===== config.mk =====
export PLATFORM = sky130hd
export DESIGN_NAME = al_accel_ibuf_ctrl
export DESIGN_NICKNAME = d
export VERILOG_FILES = /design/src/rtl/al_accel_ibuf_ctrl_pkg.sv /design/src/rtl/al_accel_ibuf_addr_gen.sv /design/src/rtl/al_accel_ibuf_ctrl.sv
export SDC_FILE = /design/constraint.sdc
export NUM_CORES = 1
export LEC_CHECK = 0
export ABC_AREA = 1
export BUFFER_PORTS_ARGS = -buffer_cell sky130_fd_sc_hd__buf_2
export CAP_MARGIN = 20
export CORE_ASPECT_RATIO = 0.9
export CORE_MARGIN = 3
export CORE_UTILIZATION = 30
export CTS_CLUSTER_DIAMETER = 50
export DETAILED_ROUTE_END_ITERATION = 8
export GPL_ROUTABILITY_DRIVEN = 0
export SLEW_MARGIN = 15
export SYNTH_ARGS = -nofsm -noshare
export SYNTH_HDL_FRONTEND = slang
export SYNTH_SLANG_ARGS = --single-unit

===== constraint.sdc =====
create_clock -name clk -period 18.2 [get_ports clk]
set_clock_uncertainty 0.15 [all_clocks]
set_input_delay 0.91 -clock clk [delete_from_list [all_inputs] [get_ports clk]]
set_output_delay 0.91 -clock clk [all_outputs]
set_load 0.05 [all_outputs]

===== src/rtl/al_accel_ibuf_ctrl_pkg.sv =====
// Shared definitions for the ibuf sequencer: FSM state encoding, scan direction,
// write-strobe codes and bank numbers.
package al_accel_ibuf_ctrl_pkg;

  localparam int ADDR_W_DEF = 16;
  localparam int DIM_W_DEF  = 8;

  typedef enum logic [2:0] {
    ST_IDLE       = 3'd0,
    ST_FETCH      = 3'd1,
    ST_SHIFT      = 3'd2,
    ST_DOWN_FETCH = 3'd3,
    ST_DOWN_LOAD  = 3'd4,
    ST_DONE       = 3'd5
  } state_t;

  localparam logic DIR_L2R = 1'b0;
  localparam logic DIR_R2L = 1'b1;

  localparam logic [2:0] WSTRB_FULL = 3'd0;
  localparam logic [2:0] WSTRB_OVLP = 3'd3;

  localparam logic [1:0] BANK_1 = 2'd1;
  localparam logic [1:0] BANK_2 = 2'd2;
  localparam logic [1:0] BANK_3 = 2'd3;

endpackage


===== src/rtl/al_accel_ibuf_addr_gen.sv =====
// Strip-row / column counters for the serpentine scan and the
// base + row*W + col word-address multiply-add.
module al_accel_ibuf_addr_gen
  import al_accel_ibuf_ctrl_pkg::*;
#(
  parameter int ADDR_W = ADDR_W_DEF,
  parameter int DIM_W  = DIM_W_DEF
) (
  input  logic              clk,
  input  logic              reset,
  input  logic              i_enb,
  input  logic              i_start,
  input  logic [ADDR_W-1:0] i_base,
  input  logic [DIM_W-1:0]  i_w,
  input  logic [DIM_W-1:0]  i_h,
  input  logic              i_dir,
  input  logic [1:0]        i_row_off,
  input  logic              i_col_step,
  input  logic              i_row_step,
  output logic [ADDR_W-1:0] o_addr,
  output logic              o_last_col,
  output logic              o_last_strip
);

  logic [ADDR_W-1:0] r_base;
  logic [DIM_W-1:0]  r_w;
  logic [DIM_W-1:0]  r_h;
  logic [DIM_W-1:0]  r_row;
  logic [DIM_W-1:0]  r_col;
  logic [ADDR_W-1:0] w_row_abs;
  logic [DIM_W:0]    w_row_p3;

  always_ff @(posedge clk) begin
    if (reset) begin
      r_base <= '0;
      r_w    <= '0;
      r_h    <= '0;
      r_row  <= '0;
      r_col  <= '0;
    end else if (i_enb) begin
      if (i_start) begin
        r_base <= i_base;
        r_w    <= i_w;
        r_h    <= i_h;
        r_row  <= '0;
        r_col  <= '0;
      end else begin
        if (i_col_step) r_col <= (i_dir == DIR_R2L) ? r_col - DIM_W'(1) : r_col + DIM_W'(1);
        if (i_row_step) r_row <= r_row + DIM_W'(1);
      end
    end
  end

  // i_row_off selects which of the strip's rows (0..2, or 3 for the row below) is read.
  assign w_row_abs    = ADDR_W'(r_row) + ADDR_W'(i_row_off);
  assign o_addr       = r_base + w_row_abs * ADDR_W'(r_w) + ADDR_W'(r_col);
  assign o_last_col   = (i_dir == DIR_R2L) ? (r_col == '0) : (r_col == r_w - DIM_W'(1));
  assign w_row_p3     = {1'b0, r_row} + (DIM_W+1)'(3);
  assign o_last_strip = (w_row_p3 == {1'b0, r_h});

endmodule


===== src/rtl/al_accel_ibuf_ctrl.sv =====
// Serpentine strip sequencer for al_accel_ibuf: fetches 3-row columns, shifts
// 4 windows per word, and steps down one row at the end of each strip.
module al_accel_ibuf_ctrl
  import al_accel_ibuf_ctrl_pkg::*;
#(
  parameter int ADDR_W = ADDR_W_DEF,
  parameter int DIM_W  = DIM_W_DEF
) (
  input  logic              clk,
  input  logic              reset,
  input  logic              enb,
  input  logic              cfg_start,
  input  logic [ADDR_W-1:0] cfg_base,
  input  logic [DIM_W-1:0]  cfg_w_words,
  input  logic [DIM_W-1:0]  cfg_h,
  output logic              mem_valid,
  output logic [ADDR_W-1:0] mem_addr,
  input  logic              mem_ready,
  input  logic [31:0]       mem_rdata,
  output logic [31:0]       ibuf_di,
  output logic              ibuf_ld_wrn,
  output logic [1:0]        ibuf_bank_sel,
  output logic              ibuf_di_revert,
  output logic [2:0]        ibuf_conv_wstrb,
  output logic              ibuf_conv_fi_load,
  output logic              ibuf_conv_se_load,
  output logic              ibuf_enb,
  output logic              win_valid,
  input  logic              win_stall,
  output logic              busy,
  output logic              done,
  output logic [2:0]        dbg_state
);

  state_t            r_state;
  logic [1:0]        r_bank;
  logic [1:0]        r_shift;
  logic              r_dir;
  logic              r_ovlp;
  logic              w_fetch, w_shift, w_dfetch, w_dload;
  logic              w_start, w_shift_go, w_col_step;
  logic              w_last_col, w_last_strip;
  logic [1:0]        w_row_off;
  logic [ADDR_W-1:0] w_addr;

  assign w_fetch    = (r_state == ST_FETCH);
  assign w_shift    = (r_state == ST_SHIFT);
  assign w_dfetch   = (r_state == ST_DOWN_FETCH);
  assign w_dload    = (r_state == ST_DOWN_LOAD);
  assign w_start    = (r_state == ST_IDLE) && cfg_start;
  assign w_shift_go = w_shift && !win_stall;
  assign w_col_step = w_shift_go && (r_shift == 2'd3) && !w_last_col;
  assign w_row_off  = w_dfetch ? 2'd3 : r_bank;

  al_accel_ibuf_addr_gen #(.ADDR_W(ADDR_W), .DIM_W(DIM_W)) u_addr_gen (
    .clk          (clk),
    .reset        (reset),
    .i_enb        (enb),
    .i_start      (w_start),
    .i_base       (cfg_base),
    .i_w          (cfg_w_words),
    .i_h          (cfg_h),
    .i_dir        (r_dir),
    .i_row_off    (w_row_off),
    .i_col_step   (w_col_step),
    .i_row_step   (w_dload),
    .o_addr       (w_addr),
    .o_last_col   (w_last_col),
    .o_last_strip (w_last_strip)
  );

  always_ff @(posedge clk) begin
    if (reset) begin
      r_state <= ST_IDLE;
      r_bank  <= '0;
      r_shift <= '0;
      r_dir   <= DIR_L2R;
      r_ovlp  <= 1'b0;
    end else if (enb) begin
      case (r_state)
        ST_IDLE: if (cfg_start) begin
          r_bank  <= '0;
          r_shift <= '0;
          r_dir   <= DIR_L2R;
          r_ovlp  <= 1'b0;
          r_state <= (cfg_h >= DIM_W'(3)) ? ST_FETCH : ST_DONE;
        end
        ST_FETCH: if (mem_ready) begin
          if (r_bank == 2'd2) begin
            r_bank  <= '0;
            r_ovlp  <= 1'b0;
            r_state <= ST_SHIFT;
          end else begin
            r_bank <= r_bank + 2'd1;
          end
        end
        ST_SHIFT: if (!win_stall) begin
          r_shift <= r_shift + 2'd1;
          if (r_shift == 2'd3) begin
            if (!w_last_col)       r_state <= ST_FETCH;
            else if (w_last_strip) r_state <= ST_DONE;
            else                   r_state <= ST_DOWN_FETCH;
          end
        end
        ST_DOWN_FETCH: if (mem_ready) r_state <= ST_DOWN_LOAD;
        // The column under the turn is already in the ibuf; only the new row was read.
        ST_DOWN_LOAD: begin
          r_dir   <= ~r_dir;
          r_ovlp  <= 1'b1;
          r_state <= ST_SHIFT;
        end
        ST_DONE: r_state <= ST_IDLE;
        default: r_state <= ST_IDLE;
      endcase
    end
  end

  // Memory port: mem_valid/mem_addr hold until mem_ready; a transfer happens
  // only in a cycle with mem_valid && mem_ready (&& enb); mem_ready alone is ignored.
  assign mem_valid         = w_fetch || w_dfetch;
  assign mem_addr          = mem_valid ? w_addr : '0;
  assign ibuf_di           = mem_rdata;
  assign ibuf_ld_wrn       = mem_valid;
  assign ibuf_bank_sel     = w_fetch ? (r_bank + BANK_1) : (w_dfetch ? BANK_3 : 2'd0);
  assign ibuf_di_revert    = (w_dfetch || w_dload) ? ~r_dir : ((w_fetch || w_shift) ? r_dir : 1'b0);
  assign ibuf_conv_wstrb   = (w_fetch && r_ovlp) ? WSTRB_OVLP : WSTRB_FULL;
  assign ibuf_conv_fi_load = w_dload;
  assign ibuf_conv_se_load = w_dload;
  assign ibuf_enb          = enb && (mem_valid ? mem_ready : (w_shift ? !win_stall : w_dload));
  assign win_valid         = enb && w_shift_go;
  assign busy              = w_fetch || w_shift || w_dfetch || w_dload;
  assign done              = (r_state == ST_DONE);
  assign dbg_state         = r_state;

endmodule


==> flow_summary.ini, run 1 <==
[synthesis]
synthTopCellsByCount = 199 x nand2_1, 161 x inv_1, 105 x nor2_1
synth_area_leaders = fa_1 19%, dfxtp_1 17%, ha_1 11%
synth_cells = 960
synthFlopType = dfxtp_1
synthesis.nets = 1153
async_reset_ff_frac = 0
synth_area_leader_cell = fa_1
synth_warnings = 0
synth_top_area_frac = 0.186
synth_most_common_cell = nand2_1
netlist_area_um2 = 6760
ys_ff_latch = 57
seq_area_frac_synth = 0.169
ys_types = 41
synth_edf_count = 0
synth.avg_cell_area_um2 = 7.04

[power_and_ir_drop]
p_seq_frac = 0.322
p_sw_frac = 0.348
vdd_ir_drop_max_mv = 0.0530
p_leak_nw = 3.83
p_clk_frac = 0.435
p_sw_w = 0.000152
p_int_w = 0.000286
p_per_area_nw_per_um2 = 59.0
combPwrFrac = 0.243
total_power_w = 0.000438

[timing]
finalMaxSlewViolations = 0
setup-tns-final_ns = 0
rsz0062_at_grt = no
hold_violations = 0
layout_min_cycle_time_ns = 8.94
setup_viol = 0
worstMarginPinSlew_ns = 1.09
max_slew_margin = 0.271
max_freq_mhz = 112
period_share = 0.491

[grt]
grt_pass1_vias = 5594
antenna_found_initial = 0
grt_remaining_overflow = 0
grt_max_degree = 64
grt_usage = 0.144
grt_pass1_wl_um = 28200

[placement]
dp.cells = 1260
port_buffers = 69
hpwlAfterDp_um = 13800

[clock_network]
cts_max_level = 3
cts_tree = built
postCtsSetupBuffers = 0
holdBufCountCts = 0
insertion_delay_ns = 0.34
numCtsBuffers = 9
clockBufferDepth = 2
cts_resized = 0
clock_sinks = 57
cts_root_buffer = clkbuf_16
clkTransAtPathRegs_ns = 0.06

[routing]
drt_wl_total_um = 17300
via_count = 5851
ant_nets = 0
wire_per_inst_um = 13.5
drtPass1Iterations = 5
vias_per_cell = 4.59
drc = 0
first_iter_violations = 389

[critical_path]
path_max_fanout = 14
reg2regPathDepth = 10
critPathMostFrequentCell = inv_1
required_ns = 17.14
max_stage_delay_ns = 0.56
path_class = flip-flop to output pin
cpMaxStageDelayCell = nor2_2
cp.arrival_ns = 7.88
setup.worst_path.start_class = flip-flop
cp-end-kind = output pin

[cells_and_area]
layout.nets = 1173
fin_cells = 1276
area_growth_pct = 9.75
postLayoutCoreUtil = 0.339
nFillCells = 2363
diodes = 0
drive_gt1_frac = 0.126

[run]
maxCapViolations = 0

[floorplanning]
start_util = 0.309
die_w_um = 164
dieArea_um2 = 24400
io_pins = 135
core_um2 = 21900
num_rows = 51
die_h_um = 148

[hold_path]
worstHoldPathCells = 2
hp-class = flip-flop to flip-flop

[run_status]
status = complete, no violations
[placed cells by master, fill, tap and decap left out, drive strengths merged, types with 8 or more instances in the layout]
cell / instances
o21ai: 55
buf: 69
a21oi: 78
nand2: 210
clkbuf: 9
xnor2: 11
nor3: 8
dfxtp: 57
xor2: 10
fa: 63
nand3: 32
nor2: 115
ha: 60
inv: 173
[final timing paths]
path	slack [ns]	start	end
min	0.32	r_shift[1]	r_shift[1]
max reg2reg	15.59	dbg_state[0]	dbg_state[1]
min reg2reg	0.32	r_shift[1]	r_shift[1]
max	9.26	dbg_state[0]	mem_addr[15]
[layer usage]
metal	vias to the layer above	share of wire	routed length (um)	track usage
li1	2990	-	-	-
met1	2713	0.52	8920	0.214
met4	0	0.0064	110	0.0237
met3	15	0.053	915	0.0320
met5	-	0	0	0
met2	133	0.42	7310	0.218
[cell families after synthesis]
kind of cell             count (synthesis)  synth area share
flip-flops                              57             0.169
adder cells (fa/ha/maj)                123             0.298
AND/OR/NAND/NOR                        380             0.241
AO/OA/AOI/OAI                          146             0.114
XOR/XNOR                                21            0.0272
other                                    1          0.000555
buffers and inverters                  232             0.151
[worst max-delay path, delay by kind of cell, from the launching register on]
kind                       cells  cell delay [ns]
adders and majority gates      8             3.40
DFF                            1             0.44
AOI/OAI and AO/OA              3             0.71
buffers and inverters         12             1.25
and+or+nand+nor               10             1.74
[power by group through the flow]
stage	clock network (W)	logic [W]	registers, W
global placement	0	0.000105	0.000144
CTS	0.000195	0.000107	0.000141
finish	0.000191	0.000106	0.000141
global route	0.000201	0.000120	0.000142
detailed placement	0	0.000106	0.000144
floorplan	0	0.000100	0.000140
[through the flow]
step,setup WS (ns),hold slack [ns],cell area (um^2)
4_1_cts,9.19,0.324,7420
5_1_grt,8.61,0.336,7420
2_1_floorplan,10.13,0.294,6760
3_3_place_gp,9.73,0.310,7100
3_5_place_dp,9.57,0.314,7100
6_report,9.26,0.322,7420
[sequential cells by signal, indices dropped and copies added (netlist names)]
| signal | count |
|---|---|
| u_addr_gen.r_w | 8 |
| dbg_state | 3 |
| r_ovlp | 1 |
| u_addr_gen.r_base | 16 |
| u_addr_gen.r_col | 8 |
| u_addr_gen.r_h | 8 |
| r_bank | 2 |
| u_addr_gen.r_row | 8 |
| r_dir | 1 |
| r_shift | 2 |
[layout make-up]
cell class	count	area [um^2]	share of cell area
repair buffers	69	345	0.0465
well taps	291	364	0.0491
clock buffers	9	225	0.0303
multi-input cells	671	4600	0.620
clock inverters	7	101	0.0137
flip-flops and latches	57	1140	0.154
inverters	172	646	0.0870
Note: power is estimated with default switching activity, not from simulation.
==> run 2: changes to the inputs <==
clock period = 8.95 ns   (was 18.2 ns; I/O delays follow)
==> run 2 against run 1 <==
  * Sequential power is 100% higher
  * Sequential cell count stayed put
  * Register-to-register slack worse by 9.2 ns
  * First-iteration DRC count is 1.8% lower
  * Via count is 1.0% lower
  * Critical path type unchanged
==> flow_summary.ini, run 2 (synthesis results as in run 1) <==
[clock_network]
insertion_delay_ns = 0.35
cts_tree = built
clkTransAtPathRegs_ns = 0.06
postCtsSetupBuffers = 0
cts_root_buffer = clkbuf_16
clock_sinks = 57
clockBufferDepth = 2
cts_resized = 0
holdBufCountCts = 0
numCtsBuffers = 9
cts_max_level = 3

[timing]
finalMaxSlewViolations = 0
max_freq_mhz = 122
max_slew_margin = 0.342
layout_min_cycle_time_ns = 8.22
setup_viol = 0
setup-tns-final_ns = 0
hold_violations = 0
worstMarginPinSlew_ns = 0.985
period_share = 0.918
postLayoutSetupSlackWorst_ns = 0.732
rsz0062_at_grt = no

[critical_path]
setup.worst_path.start_class = flip-flop
max_stage_delay_ns = 0.53
cpMaxStageDelayCell = fa_1
critPathMostFrequentCell = inv_1
required_ns = 8.35
path_max_fanout = 14
cp.arrival_ns = 7.62
cp-end-kind = output pin
path_class = flip-flop to output pin

[cells_and_area]
nFillCells = 2344
final_common_cell = nand2_1
largest_register_ffs = 16
layout.nets = 1173
diodes = 0
drive_gt1_frac = 0.127
area_growth_pct = 9.23
top_register = u_addr_gen.r_base
final_cell_mix = 199 x nand2_1, 161 x inv_1, 105 x nor2_1, 76 x a21oi_1, 69 x buf_2
fin_cells = 1276

[routing]
via_count = 5791
drt_wl_total_um = 17200
ant_nets = 0
vias_per_cell = 4.54
drtPass1Iterations = 5
drc = 0
first_iter_violations = 382
wire_per_inst_um = 13.5

[floorplanning]
start_util = 0.309
io_pins = 135
die_h_um = 148
dieArea_um2 = 24400
die_w_um = 164
core_um2 = 21900
num_rows = 51

[grt]
grt_max_degree = 64
grt_pass1_vias = 5819
grt_remaining_overflow = 0
grt_usage = 0.146
antenna_found_initial = 0
grt_pass1_wl_um = 28700

[power_and_ir_drop]
p_per_area_nw_per_um2 = 113
p_leak_nw = 3.81
vdd_ir_drop_max_mv = 0.0739

[run]
maxCapViolations = 0

[run_status]
status = complete, no violations

[placement]
hpwlAfterDp_um = 13800
dp.cells = 1260
port_buffers = 69
post-place-ws_ns = 0.667

[hold_path]
hp-class = primary input to flip-flop
==> run 2: path summary, 6_finish.rpt <==
| kind | start | end | slack, ns | depth (start not counted) |
|---|---|---|---|---|
| setup / recovery | dbg_state[0] | mem_addr[15] | 0.73 | 36 |
| hold reg to reg | u_addr_gen.r_base[0] | u_addr_gen.r_base[0] | 0.32 | 2 |
| hold / removal | cfg_base[13] | u_addr_gen.r_base[13] | 0.20 | 3 |
| setup reg to reg | dbg_state[2] | u_addr_gen.r_row[6] | 6.39 | 11 |
==> run 2: routing by layer <==
| layer | wire length [um] | up-vias | global-route usage |
|---|---|---|---|
| li1 | - | 2982 | - |
| met1 | 8860 | 2658 | 0.217 |
| met2 | 7130 | 132 | 0.214 |
| met3 | 976 | 19 | 0.0337 |
| met4 | 225 | 0 | 0.0330 |
| met5 | 0 | - | 0 |
==> run 2: per-stage QoR <==
stage	hold slack (ns)	util	cell area (um^2)	total power [W]
floorplan	0.294	-	6760	0.000489
global placement	0.309	0.324	7100	0.000505
detailed placement	0.314	0.324	7100	0.000508
CTS	0.197	0.337	7370	0.000843
global route	0.212	0.338	7390	0.000887
finish	0.202	0.338	7390	0.000835
==> run 2: critical path, delay by kind of cell, from the launching register on <==
| family | cells | cell delay (ns) |
|---|---|---|
| adder cells (fa/ha/maj) | 8 | 3.41 |
| AND/OR/NAND/NOR | 12 | 1.58 |
| buffers and inverters | 12 | 1.19 |
| AO/OA/AOI/OAI | 4 | 0.63 |
| flip-flops | 1 | 0.43 |
==> run 2: final cells by class <==
cell class                      count  area (um^2)  share of cell area
Sequential cell                    57         1140               0.154
Clock buffer                        9          225              0.0305
Clock inverter                      7         53.8             0.00728
Multi-Input combinational cell    671         4610               0.624
Timing Repair Buffer               69          345              0.0467
Tap cell                          291          364              0.0493
Inverter                          172          646              0.0874
==> run 2: report_power, final <==
part	leakage, nW	internal (W)	switching (W)	total (W)
registers	0.465	0.000269	0.0000180	0.000287
logic	3.21	0.0000666	0.000150	0.000216
clock network	0.128	0.000189	0.000143	0.000332
